`config.mk`:
```
export PLATFORM = sky130hd
export DESIGN_NAME = pkt_read_engine
export DESIGN_NICKNAME = d
export VERILOG_FILES = /design/src/rtl/prc_pkg.sv /design/src/rtl/prc_bufid_fifo.sv /design/src/rtl/pkt_read_engine.sv
export SDC_FILE = /design/constraint.sdc
export NUM_CORES = 1
export LEC_CHECK = 0
export BUFFER_PORTS_ARGS = -buffer_cell sky130_fd_sc_hd__buf_4
export CAP_MARGIN = 10
export CELL_PAD_IN_SITES_DETAIL_PLACEMENT = 1
export CELL_PAD_IN_SITES_GLOBAL_PLACEMENT = 2
export CORE_MARGIN = 3
export CORE_UTILIZATION = 30
export CTS_BUF_LIST = sky130_fd_sc_hd__clkbuf_8
export DETAILED_ROUTE_END_ITERATION = 10
export PLACE_DENSITY_LB_ADDON = 0.12
export REMOVE_ABC_BUFFERS = 1
export SETUP_SLACK_MARGIN = 0.02
export SYNTH_ARGS = -nofsm -noshare
export SYNTH_HDL_FRONTEND = slang
export SYNTH_SLANG_ARGS = --single-unit
```
`constraint.sdc`:
```
create_clock -name i_clk -period 2.2 [get_ports i_clk]
set_clock_uncertainty 0.15 [all_clocks]
set_input_delay 0.11 -clock i_clk [delete_from_list [all_inputs] [get_ports i_clk]]
set_output_delay 0.11 -clock i_clk [all_outputs]
set_load 0.03 [all_outputs]
```
`src/rtl/prc_pkg.sv`:
```
`default_nettype none
// +----------------------------------------------------------------------------+
// | Module  : prc_pkg                                                          |
// | Brief   : Shared types and constants for the packet read engine.           |
// | Revision: 1.0 - initial release                                            |
// +----------------------------------------------------------------------------+
package prc_pkg;

    localparam int PRC_STATE_W = 3;
    localparam int PKT_CNT_W   = 16;
    localparam int OVR_CNT_W   = 8;
    localparam int DLY_W       = 4;

    typedef enum logic [PRC_STATE_W-1:0] {
        IDLE_S  = 3'd0,
        FIRST_S = 3'd1,
        ACK_S   = 3'd2,
        WAIT_S  = 3'd3,
        REL_S   = 3'd4
    } prc_state_e;

    function automatic int prc_aw(input int bufid_w, input int line_w);
        return bufid_w + line_w;
    endfunction

endpackage
`default_nettype wire

```
`src/rtl/prc_bufid_fifo.sv`:
```
`default_nettype none
// +----------------------------------------------------------------------------+
// | Module  : prc_bufid_fifo                                                   |
// | Brief   : Synchronous bufid cache FIFO with registered full and occupancy. |
// | Revision: 1.0 - initial release                                            |
// +----------------------------------------------------------------------------+
module prc_bufid_fifo #(
    parameter int DEPTH = 4,
    parameter int WIDTH = 9,
    parameter int CW    = $clog2(DEPTH) + 1
) (
    input  logic             i_clk,
    input  logic             i_rst,
    input  logic             i_wr,
    input  logic [WIDTH-1:0] i_din,
    input  logic             i_rd,
    output logic [WIDTH-1:0] o_dout,
    output logic             o_full,
    output logic [CW-1:0]    o_count,
    output logic             o_drop
);

    localparam int PW = $clog2(DEPTH);

    logic [WIDTH-1:0] r_mem [DEPTH];
    logic [PW-1:0]    r_wr_ptr_q, w_wr_ptr_d;
    logic [PW-1:0]    r_rd_ptr_q, w_rd_ptr_d;
    logic [CW-1:0]    r_count_q,  w_count_d;
    logic             r_full_q,   w_full_d;
    logic             w_push;
    logic             w_pop;

    // A push while full is lost even if a pop frees a slot in the same cycle.
    assign w_push = i_wr & ~r_full_q;
    assign w_pop  = i_rd & (r_count_q != '0);

    always_comb begin
        w_wr_ptr_d = r_wr_ptr_q;
        w_rd_ptr_d = r_rd_ptr_q;
        w_count_d  = r_count_q;
        if (w_push) begin
            w_wr_ptr_d = r_wr_ptr_q + PW'(1);
        end
        if (w_pop) begin
            w_rd_ptr_d = r_rd_ptr_q + PW'(1);
        end
        if (w_push && !w_pop) begin
            w_count_d = r_count_q + CW'(1);
        end else if (w_pop && !w_push) begin
            w_count_d = r_count_q - CW'(1);
        end
        w_full_d = (w_count_d == CW'(DEPTH));
    end

    always_ff @(posedge i_clk) begin
        if (i_rst) begin
            r_wr_ptr_q <= '0;
            r_rd_ptr_q <= '0;
            r_count_q  <= '0;
            r_full_q   <= 1'b0;
        end else begin
            r_wr_ptr_q <= w_wr_ptr_d;
            r_rd_ptr_q <= w_rd_ptr_d;
            r_count_q  <= w_count_d;
            r_full_q   <= w_full_d;
        end
    end

    always_ff @(posedge i_clk) begin
        if (w_push) begin
            r_mem[r_wr_ptr_q] <= i_din;
        end
    end

    assign o_dout  = r_mem[r_rd_ptr_q];
    assign o_full  = r_full_q;
    assign o_count = r_count_q;
    assign o_drop  = i_wr & r_full_q;

endmodule
`default_nettype wire

```
`src/rtl/pkt_read_engine.sv`:
```
`default_nettype none
// +----------------------------------------------------------------------------+
// | Module  : pkt_read_engine                                                  |
// | Brief   : Per-port packet read controller: caches bufids, issues line      |
// |           reads with latency spacing, releases bufids to PCB.              |
// |           Define PRC_STAT_EN to enable released-packet/overrun counters.   |
// | Revision: 1.0 - initial release                                            |
// +----------------------------------------------------------------------------+
module pkt_read_engine
    import prc_pkg::*;
#(
    parameter int BUFID_W     = 9,
    parameter int LINE_W      = 7,
    parameter int CACHE_DEPTH = 4,
    parameter int RD_LATENCY  = 2
) (
    input  logic                      i_clk,
    input  logic                      i_rst,
    input  logic [BUFID_W-1:0]        iv_pkt_bufid,
    input  logic                      i_pkt_bufid_wr,
    output logic                      o_pkt_bufid_ack,
    output logic                      o_cache_full,
    output logic [BUFID_W-1:0]        ov_pkt_bufid,
    output logic                      o_pkt_bufid_wr,
    input  logic                      i_pkt_bufid_ack,
    output logic [BUFID_W+LINE_W-1:0] ov_pkt_raddr,
    output logic                      o_pkt_rd,
    input  logic                      i_pkt_raddr_ack,
    input  logic                      i_pkt_rd_req,
    input  logic                      i_pkt_tx_finish,
    output logic                      o_err_pulse,
    output logic [2:0]                ov_prc_state,
    output logic [15:0]               ov_pkt_cnt,
    output logic [7:0]                ov_overrun_cnt
);

    localparam int                AW          = prc_aw(BUFID_W, LINE_W);
    localparam int                CW          = $clog2(CACHE_DEPTH) + 1;
    localparam logic [DLY_W-1:0]  c_DLY_LAT   = DLY_W'(RD_LATENCY);
    localparam logic [DLY_W-1:0]  c_DLY_MAX   = DLY_W'(RD_LATENCY + 2);
    localparam logic [LINE_W-1:0] c_LINE_LAST = '1;

    logic [BUFID_W-1:0] w_fifo_dout;
    logic [CW-1:0]      w_fifo_count;
    logic               w_fifo_full;
    logic               w_fifo_drop;
    logic               w_pop;
    logic               w_cache_empty;

    prc_state_e         r_state_q,     w_state_d;
    logic [BUFID_W-1:0] r_bufid_q,     w_bufid_d;
    logic [AW-1:0]      r_raddr_q,     w_raddr_d;
    logic [LINE_W-1:0]  r_line_cnt_q,  w_line_cnt_d;
    logic [DLY_W-1:0]   r_dly_q,       w_dly_d;
    logic               r_fin_q,       w_fin_d;
    logic               r_rd_q,        w_rd_d;
    logic               r_rel_wr_q,    w_rel_wr_d;
    logic [BUFID_W-1:0] r_rel_bufid_q, w_rel_bufid_d;
    logic               r_ack_q,       w_ack_d;
    logic               r_err_q,       w_err_d;
    logic               w_go_rel;
    logic               w_rel_accept;
    logic               w_overrun;

    prc_bufid_fifo #(
        .DEPTH (CACHE_DEPTH),
        .WIDTH (BUFID_W),
        .CW    (CW)
    ) u_cache (
        .i_clk   (i_clk),
        .i_rst   (i_rst),
        .i_wr    (i_pkt_bufid_wr),
        .i_din   (iv_pkt_bufid),
        .i_rd    (w_pop),
        .o_dout  (w_fifo_dout),
        .o_full  (w_fifo_full),
        .o_count (w_fifo_count),
        .o_drop  (w_fifo_drop)
    );

    assign w_cache_empty = (w_fifo_count == '0);

    always_comb begin
        w_state_d     = r_state_q;
        w_bufid_d     = r_bufid_q;
        w_raddr_d     = r_raddr_q;
        w_line_cnt_d  = r_line_cnt_q;
        w_dly_d       = r_dly_q;
        w_fin_d       = r_fin_q;
        w_rd_d        = r_rd_q;
        w_rel_wr_d    = r_rel_wr_q;
        w_rel_bufid_d = r_rel_bufid_q;
        w_ack_d       = 1'b0;
        w_err_d       = w_fifo_drop;
        w_pop         = 1'b0;
        w_go_rel      = 1'b0;
        w_rel_accept  = 1'b0;
        w_overrun     = 1'b0;

        case (r_state_q)
            IDLE_S: begin
                if (!w_cache_empty) begin
                    w_pop        = 1'b1;
                    w_bufid_d    = w_fifo_dout;
                    w_raddr_d    = {w_fifo_dout, {LINE_W{1'b0}}};
                    w_line_cnt_d = '0;
                    w_fin_d      = 1'b0;
                    w_ack_d      = 1'b1;
                    w_state_d    = FIRST_S;
                end
            end
            FIRST_S: begin
                if (i_pkt_tx_finish) begin
                    w_go_rel = 1'b1;
                end else if (i_pkt_rd_req) begin
                    w_rd_d    = 1'b1;
                    w_state_d = ACK_S;
                end
            end
            ACK_S: begin
                if (i_pkt_tx_finish) begin
                    w_fin_d = 1'b1;
                end
                if (i_pkt_raddr_ack) begin
                    w_rd_d    = 1'b0;
                    w_dly_d   = '0;
                    w_state_d = WAIT_S;
                end
            end
            WAIT_S: begin
                if (r_dly_q != c_DLY_MAX) begin
                    w_dly_d = r_dly_q + DLY_W'(1);
                end
                // An early finish is remembered so it is not lost before the data returns.
                if (i_pkt_tx_finish) begin
                    w_fin_d = 1'b1;
                end
                if ((r_dly_q >= c_DLY_LAT) && (r_fin_q || i_pkt_tx_finish)) begin
                    w_go_rel = 1'b1;
                end else if ((r_dly_q == c_DLY_MAX) && i_pkt_rd_req) begin
                    if (r_line_cnt_q == c_LINE_LAST) begin
                        w_overrun = 1'b1;
                        w_err_d   = 1'b1;
                        w_go_rel  = 1'b1;
                    end else begin
                        w_raddr_d    = r_raddr_q + AW'(1);
                        w_line_cnt_d = r_line_cnt_q + LINE_W'(1);
                        w_rd_d       = 1'b1;
                        w_state_d    = ACK_S;
                    end
                end
            end
            REL_S: begin
                if (i_pkt_bufid_ack) begin
                    w_rel_wr_d   = 1'b0;
                    w_fin_d      = 1'b0;
                    w_rel_accept = 1'b1;
                    w_state_d    = IDLE_S;
                end
            end
            default: begin
                w_state_d  = IDLE_S;
                w_rd_d     = 1'b0;
                w_rel_wr_d = 1'b0;
                w_fin_d    = 1'b0;
            end
        endcase

        if (w_go_rel) begin
            w_state_d     = REL_S;
            w_rd_d        = 1'b0;
            w_rel_wr_d    = 1'b1;
            w_rel_bufid_d = r_bufid_q;
        end
    end

    always_ff @(posedge i_clk) begin
        if (i_rst) begin
            r_state_q     <= IDLE_S;
            r_bufid_q     <= '0;
            r_raddr_q     <= '0;
            r_line_cnt_q  <= '0;
            r_dly_q       <= '0;
            r_fin_q       <= 1'b0;
            r_rd_q        <= 1'b0;
            r_rel_wr_q    <= 1'b0;
            r_rel_bufid_q <= '0;
            r_ack_q       <= 1'b0;
            r_err_q       <= 1'b0;
        end else begin
            r_state_q     <= w_state_d;
            r_bufid_q     <= w_bufid_d;
            r_raddr_q     <= w_raddr_d;
            r_line_cnt_q  <= w_line_cnt_d;
            r_dly_q       <= w_dly_d;
            r_fin_q       <= w_fin_d;
            r_rd_q        <= w_rd_d;
            r_rel_wr_q    <= w_rel_wr_d;
            r_rel_bufid_q <= w_rel_bufid_d;
            r_ack_q       <= w_ack_d;
            r_err_q       <= w_err_d;
        end
    end

    assign o_pkt_bufid_ack = r_ack_q;
    assign o_cache_full    = w_fifo_full;
    assign ov_pkt_bufid    = r_rel_bufid_q;
    assign o_pkt_bufid_wr  = r_rel_wr_q;
    assign ov_pkt_raddr    = r_raddr_q;
    assign o_pkt_rd        = r_rd_q;
    assign o_err_pulse     = r_err_q;
    assign ov_prc_state    = r_state_q;

`ifdef PRC_STAT_EN
    logic [PKT_CNT_W-1:0] r_pkt_cnt_q, w_pkt_cnt_d;
    logic [OVR_CNT_W-1:0] r_ovr_cnt_q, w_ovr_cnt_d;

    always_comb begin
        w_pkt_cnt_d = r_pkt_cnt_q;
        w_ovr_cnt_d = r_ovr_cnt_q;
        if (w_rel_accept) begin
            w_pkt_cnt_d = r_pkt_cnt_q + PKT_CNT_W'(1);
        end
        if (w_overrun && (r_ovr_cnt_q != '1)) begin
            w_ovr_cnt_d = r_ovr_cnt_q + OVR_CNT_W'(1);
        end
    end

    always_ff @(posedge i_clk) begin
        if (i_rst) begin
            r_pkt_cnt_q <= '0;
            r_ovr_cnt_q <= '0;
        end else begin
            r_pkt_cnt_q <= w_pkt_cnt_d;
            r_ovr_cnt_q <= w_ovr_cnt_d;
        end
    end

    assign ov_pkt_cnt     = r_pkt_cnt_q;
    assign ov_overrun_cnt = r_ovr_cnt_q;
`else
    logic w_stat_unused;
    assign w_stat_unused  = w_rel_accept | w_overrun;
    assign ov_pkt_cnt     = '0;
    assign ov_overrun_cnt = '0;
`endif

endmodule
`default_nettype wire

```
=== Word level (Yosys, flattened, before mapping) ===
Memory sizes are Yosys's and may differ from the RTL's. A register that Yosys moved wholly into a read port is not among the register bits.
Cells that the tools add are included.

* Muxes and demuxes: 53
* Add/sub/neg operators: 7
* Bitwise operators: 7
* Equality and inequality tests: 27
* Magnitude comparators: 1
* Reduce and logical (&&, ||, !) cells: 24

{| class="wikitable"
|+ Operators by type and width
! cell !! count
|-
| $mux 16 || 4
|-
| $mux 3 || 11
|-
| $pmux 16 s2 || 1
|-
| $mux 7 || 4
|-
| $ne 3x3->1 const B || 8
|-
| $mux 1 || 22
|-
| $ne 2x2->1 const B || 9
|-
| $add 16x1->16 const B || 1
|-
| $reduce_and 8->1 || 2
|-
| $pmux 3 s5 || 1
|-
| $pmux 7 s2 || 1
|-
| $mux 4 || 2
|-
| $pmux 1 s4 || 2
|-
| $pmux 4 s2 || 1
|-
| $add 7x1->7 const B || 1
|-
| $eq 7x7->1 const B || 1
|-
| $reduce_and 7->1 || 1
|-
| $eq 3x2->1 const B || 2
|-
| $eq 3x3->1 const B || 2
|-
| $logic_not 3->1 || 2
|-
| $reduce_or 2->1 || 3
|-
| $reduce_and 5->1 || 1
|-
| $add 2x1->2 const B || 2
|-
| $add 4x1->4 const B || 1
|-
| other kinds (20) || 34
|}

* Logic and storage cells: 136
* Bits in writable memories: 36
* Memories: 1
* Bits in registers: 61
* Input port bits: 16
* Output and inout bits: 57

{| class="wikitable"
|+ Memories
! name !! words !! width !! rd ports !! clocked after Yosys merged registers in !! wr ports !! line !! source
|-
| u_cache.r_mem || 4 || 9 || 1 || 1 || 1 || prc_bufid_fifo.sv:25 || <nowiki>logic [WIDTH-1:0] r_mem [DEPTH];</nowiki>
|}

=== Longest topological paths before layout ===
* Word-level depth: 8
* Gate-level depth with buffers: 9
* Depth with buffers taken out: 7

=== Modules after synthesis ===
A second synthesis with hierarchy kept.

* Cell total of the unflattened synthesis: 429
* Area total of the unflattened synthesis: 4663.2 um^2

{| class="wikitable"
|+ Modules (own cells, without submodules)
! module !! cells each !! times used !! area an instance (um^2) !! seq. area each (um^2)
|-
| pkt_read_engine || 324 || 1 || 2806.4 || 1061.0
|-
| prc_bufid_fifo || 105 || 1 || 1856.8 || 1281.2
|}

=== Worst setup path after synthesis ===
OpenSTA, ideal clock, no wires.

* Path kind: register to register
* Start: reg r_state_q[1], in the netlist ov_prc_state[1]
* End: reg r_raddr_q[6], in the netlist ov_pkt_raddr[6]
* Data arrival time: 1.767 ns
* Path buffers: 1
* Data required time: 1.980 ns
* Setup time: 0.070 ns
* Setup slack: 0.213 ns
* Clock period less this slack: 1.987 ns
* Cell stages (with the launch flop): 7
* Cell sequence: dfxtp_1 buf_6 or3_4 nor2_8 a31oi_4 or4_1 a21oi_1

* Cells in the longest elaborated chain, start to end: 3
* Elaborated cells on any way between the ends: 9
* Classes of those cells: 5 x eq/ne; 1 x mux; 3 x reduce/logical

{| class="wikitable"
|+ Ends and longest elaborated chain
! item !! line !! source
|-
| start: declaration || pkt_read_engine.sv:50 || <nowiki>prc_state_e r_state_q, w_state_d;</nowiki>
|-
| start signal: assignment || pkt_read_engine.sv:191 || <nowiki>r_state_q <= w_state_d;</nowiki>
|-
| $eq 3x2->1 / $logic_not 3->1 (equally long branches) || pkt_read_engine.sv:100 || <nowiki>case (r_state_q)</nowiki>
|-
| $ne 2x2->1 (no source line) / $reduce_bool 2->1 (equally long branches) || n/a ||
|-
| $reduce_and 5->1 (no source line) || n/a ||
|-
| end signal: assignment || pkt_read_engine.sv:193 || <nowiki>r_raddr_q <= w_raddr_d;</nowiki>
|-
| end: declaration || pkt_read_engine.sv:52 || <nowiki>logic [AW-1:0] r_raddr_q, w_raddr_d;</nowiki>
|}

Parallel ways exist; a longest one is shown, timed or not.
A chain may end at the register's enable or synchronous reset.

=== Worst setup path in the final report ===
* Start: reg r_dly_q[0]
* End: reg r_raddr_q[6], in the netlist ov_pkt_raddr[6]

* Cells in the longest elaborated chain, start to end: 4
* Elaborated cells on any way between the ends: 7
* Classes of those cells: 1 x order compare; 3 x eq/ne; 3 x reduce/logical

{| class="wikitable"
|+ Ends and longest elaborated chain
! item !! line !! source
|-
| start: declaration || pkt_read_engine.sv:54 || <nowiki>logic [DLY_W-1:0] r_dly_q, w_dly_d;</nowiki>
|-
| start signal: assignment || pkt_read_engine.sv:195 || <nowiki>r_dly_q <= w_dly_d;</nowiki>
|-
| $ge 4x2->1 / $eq 4x3->1 (equally long branches) || pkt_read_engine.sv:138, pkt_read_engine.sv:140 ||
|-
| $logic_and 1x1->1 (on tied branches) || pkt_read_engine.sv:138, pkt_read_engine.sv:140 ||
|-
| $ne 2x2->1 (no source line) || n/a ||
|-
| $reduce_and 5->1 (no source line) (*) || n/a ||
|}

Mark *: on every way between the ends. The rest lies on a longest branch, timed or not.

==> results.py <==
metrics = {
    "power": {
        "vdd_drop_max_uv": 625.9,
        "power_switching_mw": 2.579,
        "p_per_area_nw_per_um2": 1179,
        "sw_frac_of_total": 0.3893,
        "power_frac_comb": 0.414,
        "p_int_mw": 4.046,
        "seq_power_share": 0.381,
        "clock_power_share": 0.205,
        "power_mw": 6.625,
        "leakagePower_nw": 2.187,
    },
    "detailed_routing": {
        "dr.pass1.iters": 4,
        "viasPerCell": 4.890,
        "wl_um": 11860,
        "wire_per_inst_um": 16.70,
        "drt_iter0_drc": 132,
        "drc": 0,
        "num_vias": 3472,
        "ant_nets": 0,
    },
    "timing": {
        "hold_slack_ns": 0.009720,
        "setup_violations": 0,
        "hold_viol": 0,
        "period_minus_slack_ns": 2.092,
        "max_freq_mhz": 477.9,
        "rsz0062_at_grt": "true",
        "drv_slew": 0,
        "worst_pin_slew_ns": 0.5497,
        "worst_slack_ns": 0.1076,
        "relSlewSlack": 0.6335,
        "finalSetupTns_ns": 0,
        "post-route-period-util": 0.9511,
    },
    "final_layout": {
        "diodes": 0,
        "multiInputGateArea_um2": 2004,
        "drive_gt1_frac": 0.2433,
        "area_growth_pct": 24.64,
        "num-fill-cells": 1639,
        "final_area_um2": 5620,
        "seq_area_um2": 2347,
        "fin_nets": 549,
    },
    "synth": {
        "netlist_area_um2": 4509,
        "synth.avg_cell_area_um2": 10.27,
        "yosysWarnings": 0,
        "synth_top_area_share": 0.2797,
        "async_flop_share": 0,
        "ys_ff_latch": 99,
        "ys_top_cells_by_area": "dfxtp_1 (28%), edfxtp_1 (24%), a21oi_1 (4.7%)",
        "synthCells": 439,
        "seq_area_frac_synth": 0.5194,
        "ys_types": 51,
        "synth_area_leader_cell": "dfxtp_1",
        "synth_ff_type": "dfxtp_1",
        "synth_edf_count": 36,
    },
    "outcome": {
        "status": "complete, no violations",
    },
    "job": {
        "maxCapViolations": 0,
    },
    "placement": {
        "io_buffers": 48,
        "gp_congestion": 0.7254,
        "post-place-ws_ns": -0.06431,
        "dpl.hpwl_um": 8120,
        "placed_area_um2": 5069,
    },
    "worst_setup_path": {
        "crit_type": "flop to flop",
        "slowest_delay_ns": 0.54,
        "cp_cell_sequence": "inv_1 > ha_2 > and4b_1 > o21a_2 > a31oi_4 > or4_1 > a21oi_1",
        "timing.rr.start": "r_dly_q[0]$_SDFFE_PP0P_",
        "worst-path-buf-inv": 1,
        "critical_path_arrival_ns": 2.26,
        "path_delay_family": "simple AND/OR/NAND/NOR gates",
        "critPathMaxFanout": 6,
        "cp_slowest_cell": "or4_1",
        "end_kind": "flop",
        "cp.required_ns": 2.37,
        "cp-start-kind": "flop",
        "worstSetupStartpoint": "r_dly_q[0]$_SDFFE_PP0P_",
    },
    "die": {
        "die_w_um": 128.6,
        "coreArea_um2": 14640,
        "die_h_um": 128.6,
        "num_io_pins": 73,
        "initial_utilization": 0.3079,
        "dieArea_um2": 16540,
        "core.rowCount": 44,
    },
    "clocking": {
        "clock_path_buffers": 2,
        "htree_levels": 3,
        "cts_sinks": 99,
        "cts_buffers": 9,
        "cts_tree": "built",
        "root_buffer": "clkbuf_8",
        "clk_pin_slew_worst_paths_ns": 0.10,
        "clock_latency_ns": 0.39,
    },
    "grt": {
        "grtUsageTotal": 0.1475,
        "grt_overflow": 0,
        "antenna_found_initial": 0,
        "grt_pass1_wl_um": 19010,
        "grt_start_max_net_pins": 40,
        "grt_pass1_vias": 3592,
    },
    "worst_hold_path": {
        "hp-class": "primary input to flop",
        "min-delay-start": "i_rst",
    },
}
-- cells in the mapped netlist (9+ instances only) --
master and number:
dfxtp_1 63, nand2_1 51, a21oi_1 42, edfxtp_1 36
nor2_1 34, buf_4 25, o21ai_0 22, clkbuf_1 13
inv_1 13, ha_1 12, mux2i_1 11, nand3_1 10
mux4_2 9
-- power groups by stage --
stage	sequential, mW	combinational [mW]	clock, mW
floorplan	2.76	1.32	0
global placement	2.56	2.44	0
detailed placement	2.57	2.47	0
CTS	2.53	2.70	1.42
global route	2.57	3.04	1.49
finish	2.52	2.74	1.36
-- metal layers --
| layer | vias up | part of all wire | wire, um | track usage |
|---|---|---|---|---|
| met5 | - | 0 | 0 | 0 |
| met4 | 0 | 0.0098 | 116 | 0.03891 |
| met1 | 1721 | 0.47 | 5590 | 0.1873 |
| met2 | 60 | 0.48 | 5744 | 0.2476 |
| li1 | 1684 | - | - | - |
| met3 | 7 | 0.034 | 406 | 0.04193 |
-- path summary, 6_finish.rpt --
| kind | slack, ns | end | depth (start not counted) |
|---|---|---|---|
| min reg2reg | 0.32 | r_bufid_q[6]$_SDFFE_PP0P_ | 2 |
| max reg2reg | 0.11 | ov_pkt_raddr[6]$_SDFFE_PP0P_ | 7 |
| min | 0.01 | ov_pkt_raddr[12]$_SDFFE_PP0P_ | 4 |
| max | 0.11 | ov_pkt_raddr[6]$_SDFFE_PP0P_ | 7 |
-- metrics by stage --
stage          utilization  instances
2_1_floorplan            -        416
3_3_place_gp        0.3461        669
3_5_place_dp        0.3461        669
4_1_cts             0.3762        705
5_1_grt             0.3838        710
6_report            0.3838        710
-- cell families (layout without fill, tap and decap cells) --
family,count (synthesis),in the layout,synth area share
adders and majority gates,12,12,0.03330
xor gates and xnor gates,10,10,0.01942
and+or+nand+nor,147,147,0.1626
AOI/OAI and AO/OA,91,92,0.1204
muxes,20,20,0.06937
DFF,99,99,0.5194
buffers and inverters,59,122,0.07464
other,1,24,0.0008316
-- worst register-to-register path: cells and delay by family (launching register included) --
family          cells  cell delay [ns]
flops               1             0.33
buf+inv             1             0.09
compound gates      3             0.51
simple gates        2             0.76
fa+ha+maj           1             0.19
-- what timing repair did --
item / 4_1_cts / 5_1_grt
endpoints found under the setup margin: 10 / 22
cloned: 1 / 0
hold buffers: 13 / 0
endpoints found under the hold margin: 45 / 0
gates resized for setup: 5 / 17
setup buffers: 6 / 5
pin swaps: 3 / 8
-- layout make-up --
| cell class | count | share of cell area |
|---|---|---|
| flip-flops and latches | 99 | 0.4176 |
| multi-input cells | 305 | 0.3566 |
| repair buffers | 93 | 0.1365 |
| well taps | 184 | 0.04096 |
| clock buffers | 9 | 0.02204 |
| clock inverters | 7 | 0.01759 |
| inverters | 13 | 0.008682 |
-- registers in the layout (all words and copies together) (netlist names), named ones only --
register / count
r_dly_q: 4
u_cache.r_mem: 36
ov_pkt_bufid: 9
u_cache.o_count: 3
u_cache.o_full: 1
u_cache.r_rd_ptr_q: 2
o_pkt_bufid_wr: 1
ov_prc_state: 3
r_line_cnt_q: 7
o_err_pulse: 1
ov_pkt_raddr: 16
o_pkt_bufid_ack: 1
r_fin_q: 1
u_cache.r_wr_ptr_q: 2
o_pkt_rd: 1
r_bufid_q: 9
-- layout by cell type (no fill, tap or decap), types with 4 or more instances in the layout --
master / Yosys / routed
a21oi_1: 42 / 40
a31oi_1: 5 / 5
and2_1: 4 / 4
buf_4: 25 / 75
clkbuf_8: 0 / 9
conb_1: 1 / 24
dfxtp_1: 63 / 61
dlygate4sd3_1: 0 / 13
edfxtp_1: 36 / 36
ha_1: 12 / 9
inv_1: 13 / 13
inv_6: 0 / 4
mux2i_1: 11 / 11
mux4_2: 9 / 9
nand2_1: 51 / 51
nand3_1: 10 / 9
nand4_1: 8 / 8
nor2_1: 34 / 34
nor3_1: 7 / 7
o21ai_0: 22 / 22
o31ai_1: 5 / 4
or3_1: 8 / 8
xnor2_1: 8 / 8
(Power assumes the default switching activity.)
